File: src/rtl/forward_scoreboard.sv
// Register-forwarding and interlock unit: a shifting scoreboard of in-flight writes,
// checked by NUM_RD read ports. Each port gets the youngest matching result or a stall.

module forward_port #(
    parameter int ADDR_W     = 5,
    parameter int DATA_W     = 8,
    parameter int DEPTH      = 3,
    parameter int LATE_STAGE = 1
) (
    input  logic                            forwardMode,
    input  logic                            readEn,
    input  logic [ADDR_W-1:0]               readAddr,
    input  logic [DEPTH-1:0]                entV,
    input  logic [DEPTH-1:0]                entRdy,
    input  logic [DEPTH-1:0][ADDR_W-1:0]    entAddr,
    input  logic [DEPTH-1:0][DATA_W-1:0]    entData,
    input  logic                            lateValid,
    input  logic [DATA_W-1:0]               lateData,
    output logic                            fwdEn,
    output logic [DATA_W-1:0]               fwdData,
    output logic                            portStall
);
    logic              hit;
    logic              effRdy;
    logic [DATA_W-1:0] effData;

    always_comb begin
        hit     = 1'b0;
        effRdy  = 1'b0;
        effData = '0;
        // Walk oldest to youngest so the youngest match overwrites the rest.
        for (int k = DEPTH - 1; k >= 0; k--) begin
            if (readEn && entV[k] && (entAddr[k] == readAddr)) begin
                hit     = 1'b1;
                effRdy  = entRdy[k] || ((k == LATE_STAGE) && lateValid);
                effData = ((k == LATE_STAGE) && lateValid && !entRdy[k]) ? lateData : entData[k];
            end
        end
        fwdEn     = 1'b0;
        fwdData   = '0;
        portStall = 1'b0;
        if (forwardMode) begin
            if (hit && effRdy) begin
                fwdEn   = 1'b1;
                fwdData = effData;
            end else begin
                portStall = hit;
            end
        end else begin
            portStall = hit;
        end
    end
endmodule

module forward_scoreboard #(
    parameter int ADDR_W     = 5,
    parameter int DATA_W     = 8,
    parameter int NUM_RD     = 2,
    parameter int DEPTH      = 3,
    parameter int LATE_STAGE = 1
) (
    input  logic                       CLK,
    input  logic                       RST_N,
    input  logic                       ForwardMode,
    input  logic                       Advance,
    input  logic                       Flush,
    input  logic                       IssueValid,
    input  logic [ADDR_W-1:0]          IssueAddr,
    input  logic                       IssueDataValid,
    input  logic [DATA_W-1:0]          IssueData,
    input  logic                       LateValid,
    input  logic [DATA_W-1:0]          LateData,
    input  logic [NUM_RD-1:0]          ReadEn,
    input  logic [NUM_RD*ADDR_W-1:0]   ReadAddr,
    output logic [NUM_RD-1:0]          ForwardEn,
    output logic [NUM_RD*DATA_W-1:0]   ForwardData,
    output logic                       Stall,
    output logic [15:0]                StallCount
);
    logic [DEPTH-1:0]                entV;
    logic [DEPTH-1:0]                entRdy;
    logic [DEPTH-1:0][ADDR_W-1:0]    entAddr;
    logic [DEPTH-1:0][DATA_W-1:0]    entData;
    logic [DEPTH-1:0]                updRdy;
    logic [DEPTH-1:0][DATA_W-1:0]    updData;

    logic [NUM_RD-1:0][ADDR_W-1:0]   rdAddr;
    logic [NUM_RD-1:0][DATA_W-1:0]   fwdData;
    logic [NUM_RD-1:0]               portStall;

    assign rdAddr      = ReadAddr;
    assign ForwardData = fwdData;
    assign Stall       = |portStall;

    for (genvar p = 0; p < NUM_RD; p++) begin : gPort
        forward_port #(
            .ADDR_W(ADDR_W), .DATA_W(DATA_W), .DEPTH(DEPTH), .LATE_STAGE(LATE_STAGE)
        ) uPort (
            .forwardMode (ForwardMode),
            .readEn      (ReadEn[p]),
            .readAddr    (rdAddr[p]),
            .entV        (entV),
            .entRdy      (entRdy),
            .entAddr     (entAddr),
            .entData     (entData),
            .lateValid   (LateValid),
            .lateData    (LateData),
            .fwdEn       (ForwardEn[p]),
            .fwdData     (fwdData[p]),
            .portStall   (portStall[p])
        );
    end

    // Late data only lands on a live, still-pending entry.
    always_comb begin
        updRdy  = entRdy;
        updData = entData;
        if (LateValid && entV[LATE_STAGE] && !entRdy[LATE_STAGE]) begin
            updRdy[LATE_STAGE]  = 1'b1;
            updData[LATE_STAGE] = LateData;
        end
    end

    always_ff @(posedge CLK or negedge RST_N) begin
        if (!RST_N) begin
            entV       <= '0;
            entRdy     <= '0;
            entAddr    <= '0;
            entData    <= '0;
            StallCount <= '0;
        end else begin
            if (Flush) begin
                entV <= '0;
            end else if (Advance) begin
                for (int k = DEPTH - 1; k >= 1; k--) begin
                    entV[k]    <= entV[k-1];
                    entAddr[k] <= entAddr[k-1];
                    entRdy[k]  <= updRdy[k-1];
                    entData[k] <= updData[k-1];
                end
                entV[0]    <= IssueValid && !Stall;
                entAddr[0] <= IssueAddr;
                entRdy[0]  <= IssueDataValid;
                entData[0] <= IssueDataValid ? IssueData : '0;
            end else begin
                entRdy  <= updRdy;
                entData <= updData;
            end
            if (Stall && (StallCount != 16'hFFFF))
                StallCount <= StallCount + 16'd1;
        end
    end
endmodule

File: config.mk
export PLATFORM = sky130hd
export DESIGN_NAME = forward_scoreboard
export DESIGN_NICKNAME = d
export VERILOG_FILES = /design/src/rtl/forward_scoreboard.sv
export SDC_FILE = /design/constraint.sdc
export NUM_CORES = 1
export LEC_CHECK = 0
export BUFFER_PORTS_ARGS = -buffer_cell sky130_fd_sc_hd__buf_2
export CORE_MARGIN = 8
export CORE_UTILIZATION = 53
export DETAILED_ROUTE_END_ITERATION = 6
export GPL_TIMING_DRIVEN = 0
export PLACE_DENSITY = 0.78
export SETUP_SLACK_MARGIN = 0.2
export SLEW_MARGIN = 20
export SYNTH_ARGS = -nofsm -noshare
export SYNTH_HDL_FRONTEND = slang
export SYNTH_SLANG_ARGS = --single-unit
File: constraint.sdc
create_clock -name CLK -period 2.7 [get_ports CLK]
set_input_delay 0.27 -clock CLK [delete_from_list [all_inputs] [get_ports CLK]]
set_output_delay 0.27 -clock CLK [all_outputs]
set_load 0.02 [all_outputs]
Word-level counts from Yosys, hierarchy flattened
Index checks and enable logic that the tools add are counted.

storage, ports and cells
  logic and storage cells = 82
  output and inout port bits = 35
  register bits after elaboration = 61
  input port bits = 41

operators by class
  reduce and logical (&&, ||, !) cells = 25
  add/sub/neg operators = 1
  equal/unequal tests = 7
  bitwise logic cells = 1
  muxes and demuxes = 38

operators with widths
  operator                                                         number
  8-bit 2-to-1 mux                                                 13
  5-bit == test                                                    6
  1-bit 2-to-1 mux                                                 21
  1-bit logical AND                                                19
  16-bit by 1-bit adder with 16-bit output, second input constant  1
  16-bit 2-to-1 mux                                                1
  16-bit inequality test, second input constant                    1
  3-bit 2-to-1 mux                                                 2
  1-bit zero test                                                  2
  2-bit 2-to-1 mux                                                 1
  2-bit AND reduction                                              1
  2-bit nonzero test                                               1
  2-bit OR reduction                                               1
  1-bit logical OR                                                 1
  1-bit NOT                                                        1

Longest topological paths before layout
  depth after elaboration = 13
  mapped depth = 10

By module
A second synthesis with hierarchy kept.

second synthesis, totals
  cell total of the unflattened synthesis = 386
  area total of the unflattened synthesis = 3829.9 um^2

modules (own cells, without submodules)
  module              seq. area each (um^2)  times used  area an instance (um^2)  cells each
  forward_scoreboard  1526.5                 1           2678.8                   240
  forward_port        0.0                    2           575.6                    73

Least setup slack after synthesis
Ideal clock, no wire load.

  path type = register to output
  start point = register entAddr[9] (netlist name)
  end point = output ForwardData[1]
  stages on the path, launching flop included = 9
  data required time = 2430 ps
  path buffers = 1
  slack = 110 ps
  arrival = 2320 ps
  path through = dfrtp_1 xor2_1 nand4b_1 nor2_2 nor3_1 nand2_1 a31o_2 buf_2 nor3_1

between the ends
  word-level cells in the longest chain between the ends = 7
  elaborated cells between the ends (all ways) = 11

ends and longest elaborated chain
  element                          line  source
  start, declared                  82    logic [DEPTH-1:0][ADDR_W-1:0] entAddr;
  start signal, assigned by index  137   entAddr[k] <= entAddr[k-1];
  5-bit == test *                  33    if (readEn && entV[k] && (entAddr[k] == readAddr)) begin
  1-bit logical AND *              33
  1-bit 2-to-1 mux (2 in a row)    33
  1-bit logical AND                43    if (hit && effRdy) begin
  8-bit 2-to-1 mux *               43
  8-bit 2-to-1 mux *               42    if (forwardMode) begin
  end, declared                    76    output logic [NUM_RD*DATA_W-1:0] ForwardData,

Mark *: on every way between the ends. The rest lies on a longest branch, timed or not.

Worst setup path after layout
  start point = register entAddr[11] (netlist name)
  end point = output ForwardData[10]

between the ends
  word-level cells in the longest chain between the ends = 8
  elaborated cells between the ends (all ways) = 14

ends and longest elaborated chain
  element                        line
  5-bit == test *                33
  1-bit logical AND *            33
  1-bit 2-to-1 mux (3 in a row)  33
  1-bit logical AND              43
  8-bit 2-to-1 mux *             43
  8-bit 2-to-1 mux *             42

Marks and branches as above.

==> run summary <==
total number of yosys warnings: 0
slew margin rel.: 0.388
CTS tree: yes
vias in the first global route: 3668
DRT met1 WL: 4690 um
final setup margin: -0.170 ns
PortBufs: 74
Leak: 0.00222 uW
Post-synth EDFFs: 0
post-synthesis compound-gate area fraction: 0.132
largest family of logic cells by synthesized area: simple AND/OR/NAND/NOR gates
post-synthesis cell type count: 46
clk sinks: 61
Die Area: 9670 um2
Detail Route Antenna Nets: 0
first-pass GRT wire length: 18100 um
die width: 98.3 um
Worst EP required: 2.43 ns
asr flop ratio synth: 1.00
outcome: finished, violations left
largest net degree at the start of global routing: 62
multiplexer area fraction after synthesis: 0.104
final WL: 12000 um
pre-CTS setup slack: -0.132 ns
Worst R2R Start: entAddr[2]$_DFFE_PN0P_
top post-synthesis cells by area: dfrtp_1 42%, xnor2_1 9.5%, mux2_2 5.6%
WL met3: 1130 um
ant diodes: 0
Simple-Gate Fraction of Synth Area: 0.192
routed len/inst: 20.5 um
crit path launch type: flop
CP Class: reg2out
# hold bufs at CTS: 0
DRT iter0 DRCs: 233
post-layout util: 0.756
Hold Path Class: in2async
Worst Setup SP: entAddr[11]$_DFFE_PN0P_
failing checks: setup timing
count of pins over their slew limit: 0
drt drc: 0
final hold vios: 0
Worst-Margin Slew: 0.914 ns
post-synth top area share: 0.425
fmax: 348 MHz
Reg-to-Reg End: StallCount[1]$_DFFE_PN0P_
DP Wirelength: 7230 um
skew final: 0.00749 ns
syn nets: 427
critical path peak fanout: 5
highest routed metal layer: met4
row cnt: 30
DR vias: 3609
layout cell share with drive strength beyond 1: 0.430
Mapped Area: 3590 um2
count of filler cells inserted in the layout: 446
Post-Synthesis Cells: 385
Total GRT Usage: 0.234
syn_area_per_cell: 9.33 um2
H-tree lvl count: 3
I/O Pins: 76
most area-hungry cell type in the Yosys netlist: dfrtp_1
CTS Buf Count: 9
clk buf depth: 2
fin crit period: 2.87 ns
met2 wire length: 5640 um
Final setup viols: 10
Post-Synth XOR/XNOR Area: 0.110
Setup crit end: ForwardData[10]
Clock Tree Root: clkbuf_8
Reg2Reg Depth: 10
Initial Util: 0.538
RSZ-0062 raised after global routing: yes
Max-cap violations: 0
DRT Pass-1 Iters: 5
Final #Nets: 544
total congestion overflow: 0
initial antenna violation count: 0
pwr dens: 526 nW/um2
via/cell ratio: 6.17
Yosys reg bits: 61
most frequent cell after synthesis: dfrtp_1
Core Box Area: 6680 um2
Synth Area in Adders: 0.00348
Register-to-Register Setup Slack: 0.05 ns
Skew-Pair Late Insertion Delay: 0.34 ns
Worst-path clk slew: 0.07 ns
final period utilization: 1.06
endpoint type of the worst setup path: primary output
Worst VDD drop: 341 uV
Die Span Y: 98.3 um
routability cong.: 0.911
commonest cells in the netlist: 61 x dfrtp_1, 50 x nand2_1, 39 x xnor2_1
Area Growth Syn to Fin: 40.6%
sequential fraction of the synthesis area: 0.425
critical path arrival: 2.60 ns
Most used DFF post-synth: dfrtp_1
-- final cells by class --
type                    instances  area [um2]  share of cell area
multi-input cells             300        2320               0.459
flip-flops and latches         61        1530               0.303
repair buffers                105         721               0.143
clock buffers                  13         169              0.0334
plain buffers                  22         169              0.0334
well taps                      80         100              0.0198
clock inverters                 1        30.0             0.00595
inverters                       3        11.3             0.00223
-- layout by cell type, fill, tap and decap left out, types with 3 or more instances in the layout --
master | netlist | layout
buf_6 | 2 | 23
dfrtp_2 | 0 | 4
dfrtp_1 | 61 | 57
nor3_1 | 13 | 5
clkbuf_1 | 14 | 10
nor2_1 | 19 | 17
a21oi_1 | 16 | 9
a22oi_1 | 7 | 7
xnor2_1 | 39 | 30
and3_1 | 9 | 9
nor3_4 | 0 | 3
clkbuf_8 | 0 | 14
mux2_2 | 18 | 18
buf_2 | 3 | 54
o21ai_0 | 33 | 29
and2_4 | 0 | 6
buf_4 | 2 | 34
xnor2_2 | 0 | 9
nand3_1 | 14 | 10
a211oi_2 | 0 | 5
mux2i_1 | 17 | 17
nand4_1 | 9 | 9
nor3_2 | 0 | 5
a21oi_2 | 0 | 7
xor2_1 | 6 | 5
nand2_1 | 50 | 48
nand3_2 | 3 | 6
o21ai_1 | 0 | 3
-- flip-flops by register name, summed over array words and instances (netlist names) --
signal / count
entV: 3
entData: 24
StallCount: 16
entRdy: 3
entAddr: 15
-- kinds of logic after synthesis --
family | Yosys count
adders and majority gates | 1
AOI/OAI and AO/OA | 78
and+or+nand+nor | 140
muxes | 35
buffers and inverters | 25
xor gates and xnor gates | 45
DFF | 61
-- per-stage QoR --
stage	hold slack, ns	cell area, um2	cells	setup TNS [ns]	total power, uW
after floorplan	-0.0256	3590	385	0	1470
after global placement	0.475	4060	539	-0.325	1620
after detailed placement	0.389	4070	539	-0.553	1640
after CTS	0.0248	4800	576	0	2540
after global routing	0.0578	5050	585	-1.62	2760
final	0.00157	5050	585	-0.938	2660
-- worst max-delay path, cell delays in order (launching register included) --
cell     delay, ns
dfrtp_1       0.41
xor2_1        0.17
nor4_2        0.38
nand4_1       0.28
nor2b_4       0.19
buf_6         0.12
nand2_4       0.08
a31oi_4       0.29
o211a_1       0.22
buf_6         0.12
-- where the power goes --
group | switching, uW | total, uW | internal [uW]
combinational | 321 | 627 | 307
sequential | 160 | 1200 | 1040
clock | 338 | 830 | 492
total | 818 | 2660 | 1840
-- per-layer routing --
layer | vias up | GRT usage
li1 | 1603 | -
met1 | 1737 | 0.264
met2 | 212 | 0.384
met3 | 57 | 0.0775
met4 | 0 | 0.128
met5 | - | 0
-- worst min-delay path by stage --
stage,endpoint,depth (start not counted)
CTS,entAddr[3]$_DFFE_PN0P_,1
floorplan,StallCount[0]$_DFFE_PN0P_,0
global route,entAddr[3]$_DFFE_PN0P_,1
detailed placement,entAddr[3]$_DFFE_PN0P_,1
finish,entAddr[3]$_DFFE_PN0P_,1
global placement,StallCount[5]$_DFFE_PN0P_,1
-- what timing repair did --
action,CTS,global route
pin swaps,39,22
setup endpoints to repair,20,36
gates cloned,3,0
resized for setup,96,42
buffers inserted,20,9
No activity file was read; power rests on OpenSTA's default activity.
